File: config.mk
export PLATFORM = sky130hd
export DESIGN_NAME = mmul_loader
export DESIGN_NICKNAME = d
export VERILOG_FILES = /design/src/rtl/mmul_pkg.sv /design/src/rtl/mmul_mat_pack.sv /design/src/rtl/mmul_loader.sv
export SDC_FILE = /design/constraint.sdc
export NUM_CORES = 1
export LEC_CHECK = 0
export BUFFER_PORTS_ARGS = -buffer_cell sky130_fd_sc_hd__clkbuf_2
export CAP_MARGIN = 20
export CELL_PAD_IN_SITES_DETAIL_PLACEMENT = 1
export CELL_PAD_IN_SITES_GLOBAL_PLACEMENT = 1
export CORE_ASPECT_RATIO = 0.75
export CORE_MARGIN = 4
export CORE_UTILIZATION = 39
export CTS_BUF_LIST = sky130_fd_sc_hd__clkbuf_8
export DETAILED_ROUTE_END_ITERATION = 12
export PLACE_DENSITY = 0.87
export SYNTH_ARGS = -nofsm -noshare
export SYNTH_HDL_FRONTEND = slang
export SYNTH_HIERARCHICAL = 1
export SYNTH_SLANG_ARGS = --single-unit
File: constraint.sdc
create_clock -name clk -period 2.6 [get_ports clk]
set_clock_uncertainty 0.2 [all_clocks]
set_input_delay 0 -clock clk [delete_from_list [all_inputs] [get_ports clk]]
set_output_delay 0 -clock clk [all_outputs]
set_load 0.05 [all_outputs]
File: src/rtl/mmul_pkg.sv
// Shared types and sizing for the mmul datapath: FSM state encoding, default
// matrix dimensions and the element-counter width helper.
package mmul_pkg;

  typedef enum logic [1:0] {
    LOAD_A  = 2'd0,
    LOAD_B  = 2'd1,
    RUN     = 2'd2,
    RELEASE = 2'd3
  } state_t;

  localparam int MMUL_M     = 3;
  localparam int MMUL_N     = 3;
  localparam int MMUL_K     = 3;
  localparam int MMUL_L     = 3;
  localparam int MMUL_WIDTH = 8;

  localparam int A_ELEMS = MMUL_M * MMUL_N;
  localparam int B_ELEMS = MMUL_K * MMUL_L;

  // Wide enough to hold the largest element count of either operand.
  function automatic int cnt_bits(input int a_elems, input int b_elems);
    return $clog2(((a_elems > b_elems) ? a_elems : b_elems) + 1);
  endfunction

  localparam int CNT_W = cnt_bits(A_ELEMS, B_ELEMS);

endpackage

File: src/rtl/mmul_mat_pack.sv
// Packed matrix register: writes one element per cycle at a given row-major
// index into a flat bus; contents are held until overwritten or reset.
module mmul_mat_pack #(
  parameter int ELEMS = 9,
  parameter int WIDTH = 8,
  parameter int IDX_W = 4
) (
  input  logic                   clk,
  input  logic                   reset,
  input  logic                   wr_en,
  input  logic [IDX_W-1:0]       wr_idx,
  input  logic [WIDTH-1:0]       wr_data,
  output logic [ELEMS*WIDTH-1:0] data
);

  always_ff @(posedge clk or negedge reset) begin
    if (!reset) begin
      data <= '0;
    end else if (wr_en) begin
      data[wr_idx*WIDTH +: WIDTH] <= wr_data;
    end
  end

endmodule

File: src/rtl/mmul_loader.sv
// Stream front end for mmul: packs a serial row-major element stream into A
// then B, runs the enable/done handshake and re-arms for the next batch.
module mmul_loader
  import mmul_pkg::*;
#(
  parameter int M     = MMUL_M,
  parameter int N     = MMUL_N,
  parameter int K     = MMUL_K,
  parameter int L     = MMUL_L,
  parameter int WIDTH = MMUL_WIDTH
) (
  input  logic                 clk,
  input  logic                 reset,
  input  logic [WIDTH-1:0]     in_data,
  input  logic                 in_valid,
  output logic                 in_ready,
  input  logic                 flush,
  output logic [M*N*WIDTH-1:0] mat_a,
  output logic [K*L*WIDTH-1:0] mat_b,
  output logic                 mmul_enable,
  input  logic                 mmul_done,
  input  logic                 mmul_invalid,
  output logic                 batch_done,
  output logic                 error,
  output logic                 busy,
  output state_t               fsm_state
);

  localparam int A_LEN = M * N;
  localparam int B_LEN = K * L;
  localparam int CW    = cnt_bits(A_LEN, B_LEN);
  localparam logic [CW-1:0] A_LAST = CW'(A_LEN - 1);
  localparam logic [CW-1:0] B_LAST = CW'(B_LEN - 1);

  // Stream handshake: an element moves on any rising edge where
  // in_valid && in_ready; in_ready never depends on in_valid.
  state_t          state, state_n;
  logic [CW-1:0]   cnt, cnt_n;
  logic            ready_en;
  logic            xfer;
  logic            wr_a, wr_b;
  logic            done_set, err_set;

  // ready_en keeps in_ready low until the first clock after reset release.
  always_ff @(posedge clk or negedge reset) begin
    if (!reset) begin
      state      <= LOAD_A;
      cnt        <= '0;
      ready_en   <= 1'b0;
      batch_done <= 1'b0;
      error      <= 1'b0;
    end else begin
      state      <= state_n;
      cnt        <= cnt_n;
      ready_en   <= 1'b1;
      batch_done <= done_set;
      error      <= err_set;
    end
  end

  always_comb begin
    state_n  = state;
    cnt_n    = cnt;
    wr_a     = 1'b0;
    wr_b     = 1'b0;
    done_set = 1'b0;
    err_set  = 1'b0;
    in_ready = ready_en && !flush && ((state == LOAD_A) || (state == LOAD_B));
    xfer     = in_valid && in_ready;

    case (state)
      LOAD_A: begin
        if (xfer) begin
          wr_a = 1'b1;
          if (cnt == A_LAST) begin
            cnt_n   = '0;
            state_n = LOAD_B;
          end else begin
            cnt_n = cnt + CW'(1);
          end
        end
      end
      LOAD_B: begin
        if (xfer) begin
          wr_b = 1'b1;
          if (cnt == B_LAST) begin
            cnt_n   = '0;
            state_n = RUN;
          end else begin
            cnt_n = cnt + CW'(1);
          end
        end
      end
      RUN: begin
        // An operand error outranks a simultaneous done.
        if (mmul_invalid) begin
          err_set = 1'b1;
          state_n = RELEASE;
        end else if (mmul_done) begin
          done_set = 1'b1;
          state_n  = RELEASE;
        end
      end
      RELEASE: begin
        state_n = LOAD_A;
        cnt_n   = '0;
      end
      default: begin
        state_n = LOAD_A;
        cnt_n   = '0;
      end
    endcase

    if (flush) begin
      state_n  = LOAD_A;
      cnt_n    = '0;
      done_set = 1'b0;
      err_set  = 1'b0;
    end
  end

  // Decoded from the state register so an async reset drops enable at once.
  assign mmul_enable = (state == RUN);
  assign busy        = !((state == LOAD_A) && (cnt == '0));
  assign fsm_state   = state;

  mmul_mat_pack #(.ELEMS(A_LEN), .WIDTH(WIDTH), .IDX_W(CW)) u_pack_a (
    .clk     (clk),
    .reset   (reset),
    .wr_en   (wr_a),
    .wr_idx  (cnt),
    .wr_data (in_data),
    .data    (mat_a)
  );

  mmul_mat_pack #(.ELEMS(B_LEN), .WIDTH(WIDTH), .IDX_W(CW)) u_pack_b (
    .clk     (clk),
    .reset   (reset),
    .wr_en   (wr_b),
    .wr_idx  (cnt),
    .wr_data (in_data),
    .data    (mat_b)
  );

endmodule

== Yosys cells after proc, flatten, opt, wreduce, memory -nomap -nowiden ==
Cells that the tools add are included.
Word-level totals
  bits in registers: 153
  latch bits: 0
  RAM bits: 0
  bits in read-only memories: 0
  bits of input ports: 14
  word-level logic and storage cells: 58
  memories: 0
Operators by class
  $add $sub $neg: 2
  $mul: 0
  divide/modulo/power cells: 0
  $lt $le $gt $ge: 0
  equality and inequality tests: 10
  shifts and indexed selects: 2
  mux-type cells: 24
  bitwise gates (word level): 0
  reduce and logical (&&, ||, !) cells: 13
Operators by type and width (count)
  bitwise mux 72 bit: 2
  variable shift 8 x 34 -> 72 bit, first input constant: 1
  indexed part select 8 x 34 -> 72 bit: 1
  negator 7 -> 34 bit: 1
  2-to-1 mux 2 bit: 7
  2-to-1 mux 4 bit: 3
  2-to-1 mux 1 bit: 10
  inequality test 3 bit, second input constant: 3
  one-hot mux 2 bit (4 select lines): 1
  one-hot mux 4 bit (2 select lines): 1
  AND reduction 5 bit: 1
  adder 4 x 1 -> 4 bit, second input constant: 1
  == test 2 bit, second input constant: 2
  == test 4 bit, second input constant: 1
  logical AND 1 bit: 4
  logical NOT 4 bit: 1
  inequality test 4 x 2 -> 1 bit, second input constant: 1
  inequality test 3 x 1 -> 1 bit, second input constant: 1
  inequality test 3 x 2 -> 1 bit, second input constant: 1
  nonzero test 3 bit: 1
  == test 2 x 1 -> 1 bit, second input constant: 1
  logical NOT 1 bit: 2
  logical NOT 2 bit: 1
  AND reduction 2 bit: 1
  other kinds (2): 2

== Longest topological paths before layout ==
  word-level depth: 7
  depth in mapped cells: 8

== Cells and area by module ==
Netlist, hierarchy kept.
Modules (own cells, without submodules)
  mmul_mat_pack (u_pack_b): times used 1, cells an instance 201, area each 3020.4 µm², sequential area each 1801.7 µm²
  mmul_mat_pack (u_pack_a): times used 1, cells an instance 274, area each 2935.3 µm², sequential area each 1801.7 µm²
  mmul_loader: times used 1, cells an instance 55, area each 564.3 µm², sequential area each 225.2 µm²

== Worst setup path after synthesis ==
OpenSTA, ideal clock, no wires.
  kind: reg2reg
  start point: register state[0] (netlist: fsm_state[0])
  end point: register u_pack_b.data[64]
  library setup time: 0.125 ns
  arrival time: 2.511 ns
  data required time: 2.275 ns
  slack: -0.236 ns
  cell stages (with the launch flop): 6
  clock period less this slack: 2.836 ns
  cells stage by stage: dfrtp_1 ha_1 nor3b_1 nand4bb_1 a2111oi_4 mux2_2
On the way
  cells in the longest elaborated chain, start to end: 6
  elaborated cells on any way between the ends: 7
  classes of those cells: 1 x eq/ne; 2 x mux; 4 x reduce/logical
Ends and longest elaborated chain
  start, declared: line mmul_loader.sv:37  | state_t state, state_n;
  start signal, assigned: line mmul_loader.sv:53  | state <= state_n;
  == test 2 x 1 -> 1 bit / logical NOT 2 bit (equally long branches): line mmul_loader.sv:68, mmul_loader.sv:71
  logical OR 1 bit: line mmul_loader.sv:68  | in_ready = ready_en && !flush && ((state == LOAD_A) || (state == LOAD_B));
  logical AND 1 bit: line mmul_loader.sv:68
  logical AND 1 bit: line mmul_loader.sv:69  | xfer = in_valid && in_ready;
  2-to-1 mux 1 bit: line mmul_loader.sv:84  | if (xfer) begin
  2-to-1 mux 1 bit *: line mmul_loader.sv:71  | case (state)
  named net wr_b: line mmul_loader.sv:41  | logic wr_a, wr_b;
  end signal, assigned by index: line mmul_mat_pack.sv:20  | data[wr_idx*WIDTH +: WIDTH] <= wr_data;
  end, declared: line mmul_mat_pack.sv:13  | output logic [ELEMS*WIDTH-1:0] data
Mark *: on every way through the listed nets, which the timed path passes. The rest lies on a longest branch.
A chain may end at the register's enable or synchronous reset.

== Final worst setup path ==
  start point: register cnt[1]
  end point: register u_pack_b.data[1]
On the way
  cells in the longest elaborated chain, start to end: 3
  elaborated cells on any way between the ends: 4
  classes of those cells: 1 x add/sub; 2 x shift; 1 x mux
Ends and longest elaborated chain
  start, declared: line mmul_loader.sv:38  | logic [CW-1:0] cnt, cnt_n;
  start signal, assigned: line mmul_loader.sv:54  | cnt <= cnt_n;
  negator 7 -> 34 bit *: line mmul_mat_pack.sv:20
  indexed part select 8 x 34 -> 72 bit / variable shift 8 x 34 -> 72 bit (equally long branches): line mmul_mat_pack.sv:20
  bitwise mux 72 bit *: line mmul_mat_pack.sv:20
Mark *: on every way between the ends. The rest lies on a longest branch, timed or not.

==> metrics.cfg <==
[sta]
slew_viol_final=0
setup_tns_ps=0
worst_pin_slew_ps=1100
fin_ws_ps=66.4
rsz0062_at_grt=yes
slew_headroom=0.259
period_share=0.974
fmax_ghz=0.395
setup_violations=0
fin_crit_ps=2530
hold_viol=0

[synth]
netlist.area_leader.share=0.587
syn_nets=554
synth_cells=530
synthDistinctLibCells=54
yosys_warnings=6
ys_seq_elements=153
yosysTopAreaCell=dfrtp_1
synth.area.top_cells=dfrtp_1 (59%), mux2_2 (13%), nand2_1 (5.0%)
synth-main-ff-cell=dfrtp_1
netlist_area_sq_um=6520
synth_edf_count=0
yosysSeqAreaShare=0.587
synth_async_sr_flop_share=1.00
syn_area_per_cell_sq_um=12.3

[global_routing]
grt_pass1_vias=5557
track_usage=0.215
grt_max_degree=75
grt_pass1_wl_um=31000
antenna_found_initial=1
grt.overflow.total=0

[placement]
dp.cells=907
routabilityCongestion=0.832
io_buffers=164
pre_cts_slack_ps=-59.1
dp_hpwl_um=13900

[cells_and_area]
final_cell_mix=clkbuf_2 (163), dfrtp_1 (150), nand2_1 (87)
syn_to_final_growth_pct=30.3
regArea_sq_um=3830
drive_above_1_share=0.432
fin_cells=960
fillers=1742
final_common_cell=clkbuf_2
utilization=0.524
multi_input_area_sq_um=2580
antenna_cells=0
finalNetCount=761

[drt]
wl_per_cell_um=21.3
vias=5020
routed_via_density=5.23
routed_wl_um=20500
drtPass1Iterations=4
ant_nets=0
drcViolationCount=0
dr.first_iter.drc_count=252

[setup_path]
start_kind=flop
path_class=reg -> reg
crit_chain=nor3_2, ha_2, and4b_2, nand3_1, mux2_2
max_stage_delay_ps=490
cp-end-kind=flop
arrival_ps=2680
slowest_stage=dfrtp_2
crit_path_max_fanout=10
crit_required_ps=2740

[die]
coreArea_sq_um=16200
rows=40
ios=165
die_h_um=120
dieArea_sq_um=18900
fp.dieW_um=157
start_util=0.402

[clocking]
cts.sinks=153
path_clk_slew_ps=90
root_buffer=clkbuf_8
cts_tree=yes
numCtsBuffers=17
clk_latency_ps=460
cts_max_level=4
clockBufferDepth=2

[run]
max-cap-violations=0

[worst_hold_path]
hold_class=in -> reg

[power]
powerDensity_nw_per_um2=683
peakVddDrop_uv=327
p_leak_nw=4.47
power_w=0.00580

[run_status]
outcome=completed

==> worst paths after layout <==
kind                       slack, ps  cells after the start                          start                            end
max                               70                      5             cnt[1]$_DFFE_PN0P_   u_pack_b/data[1]$_DFFE_PN0P_
max reg2reg                       70                      5             cnt[1]$_DFFE_PN0P_   u_pack_b/data[1]$_DFFE_PN0P_
min                              190                      3                   mmul_invalid                error$_DFF_PN0_
min in group asynchronous        470                      3                          reset  u_pack_a/data[36]$_DFFE_PN0P_
min reg2reg                      290                      2  u_pack_a/data[14]$_DFFE_PN0P_  u_pack_a/data[14]$_DFFE_PN0P_
max in group asynchronous       1000                      4                          reset  u_pack_b/data[15]$_DFFE_PN0P_
==> sequential cells by signal, summed over array words and instances (netlist names) <==
register and count:
u_pack_a/data 72, u_pack_b/data 72, cnt 4, fsm_state 2, batch_done 1, error 1, ready_en 1
==> repair_timing <==
action | CTS | global route
endpoints found under the setup margin | 20 | 97
gates resized for setup | 1 | 13
setup buffers | 1 | 5
pin swaps | 1 | 2
endpoints found under the hold margin | 267 | 0
hold buffers | 15 | 0
==> layer usage <==
| layer | vias up | GRT usage | wire length (um) |
|---|---|---|---|
| met2 | 172 | 0.368 | 10200 |
| met1 | 2587 | 0.266 | 8540 |
| li1 | 2234 | - | - |
| met4 | 0 | 0.0650 | 379 |
| met5 | - | 0 | 0 |
| met3 | 27 | 0.0577 | 1340 |
==> metrics by stage <==
step                hold WS (ps)  instance area, sq um
floorplan                   -496                  6530
CTS                          158                  8360
finish                       191                  8500
global route                 195                  8500
detailed placement          -129                  7690
global placement            -141                  7690
==> power by group <==
group / internal (W) / switching (W) / total [W]
clock: 0.00130 / 0.000998 / 0.00229
sequential: 0.00249 / 0.0000802 / 0.00257
combinational: 0.000225 / 0.000714 / 0.000939
total: 0.00401 / 0.00179 / 0.00580
==> worst max-delay path, delay by kind of cell (launching register included) <==
kind	cells	cell delay, ps
adders and majority gates	1	390
DFF	1	490
muxes	1	410
and+or+nand+nor	3	920
==> cells by family (layout without fill, tap and decap cells) <==
family,count (synthesis),count (layout),share of synthesized area
and+or+nand+nor,149,149,0.123
AOI/OAI and AO/OA,66,66,0.0695
DFF,153,153,0.587
other,1,1,0.000575
adders and majority gates,10,10,0.0192
muxes,99,99,0.166
xor gates and xnor gates,2,2,0.00384
buffers and inverters,50,270,0.0309
==> cell usage after synthesis (4+ instances only) <==
cell	count
and3_1	6
nand2_1	87
nor2_1	8
clkbuf_1	5
inv_1	36
mux2i_1	26
nand3b_1	4
o21ai_0	45
ha_1	10
dfrtp_1	153
mux2_2	73
buf_2	8
nor3b_1	4
nor2b_1	4
==> layout make-up <==
| class | count | share of cell area |
|---|---|---|
| tap | 210 | 0.0309 |
| inverter | 36 | 0.0159 |
| clock buffer | 18 | 0.0292 |
| sequential | 153 | 0.451 |
| clock inverter | 14 | 0.0300 |
| multi-input combinational | 327 | 0.304 |
| timing repair buffer | 202 | 0.139 |
(Power assumes the default switching activity.)
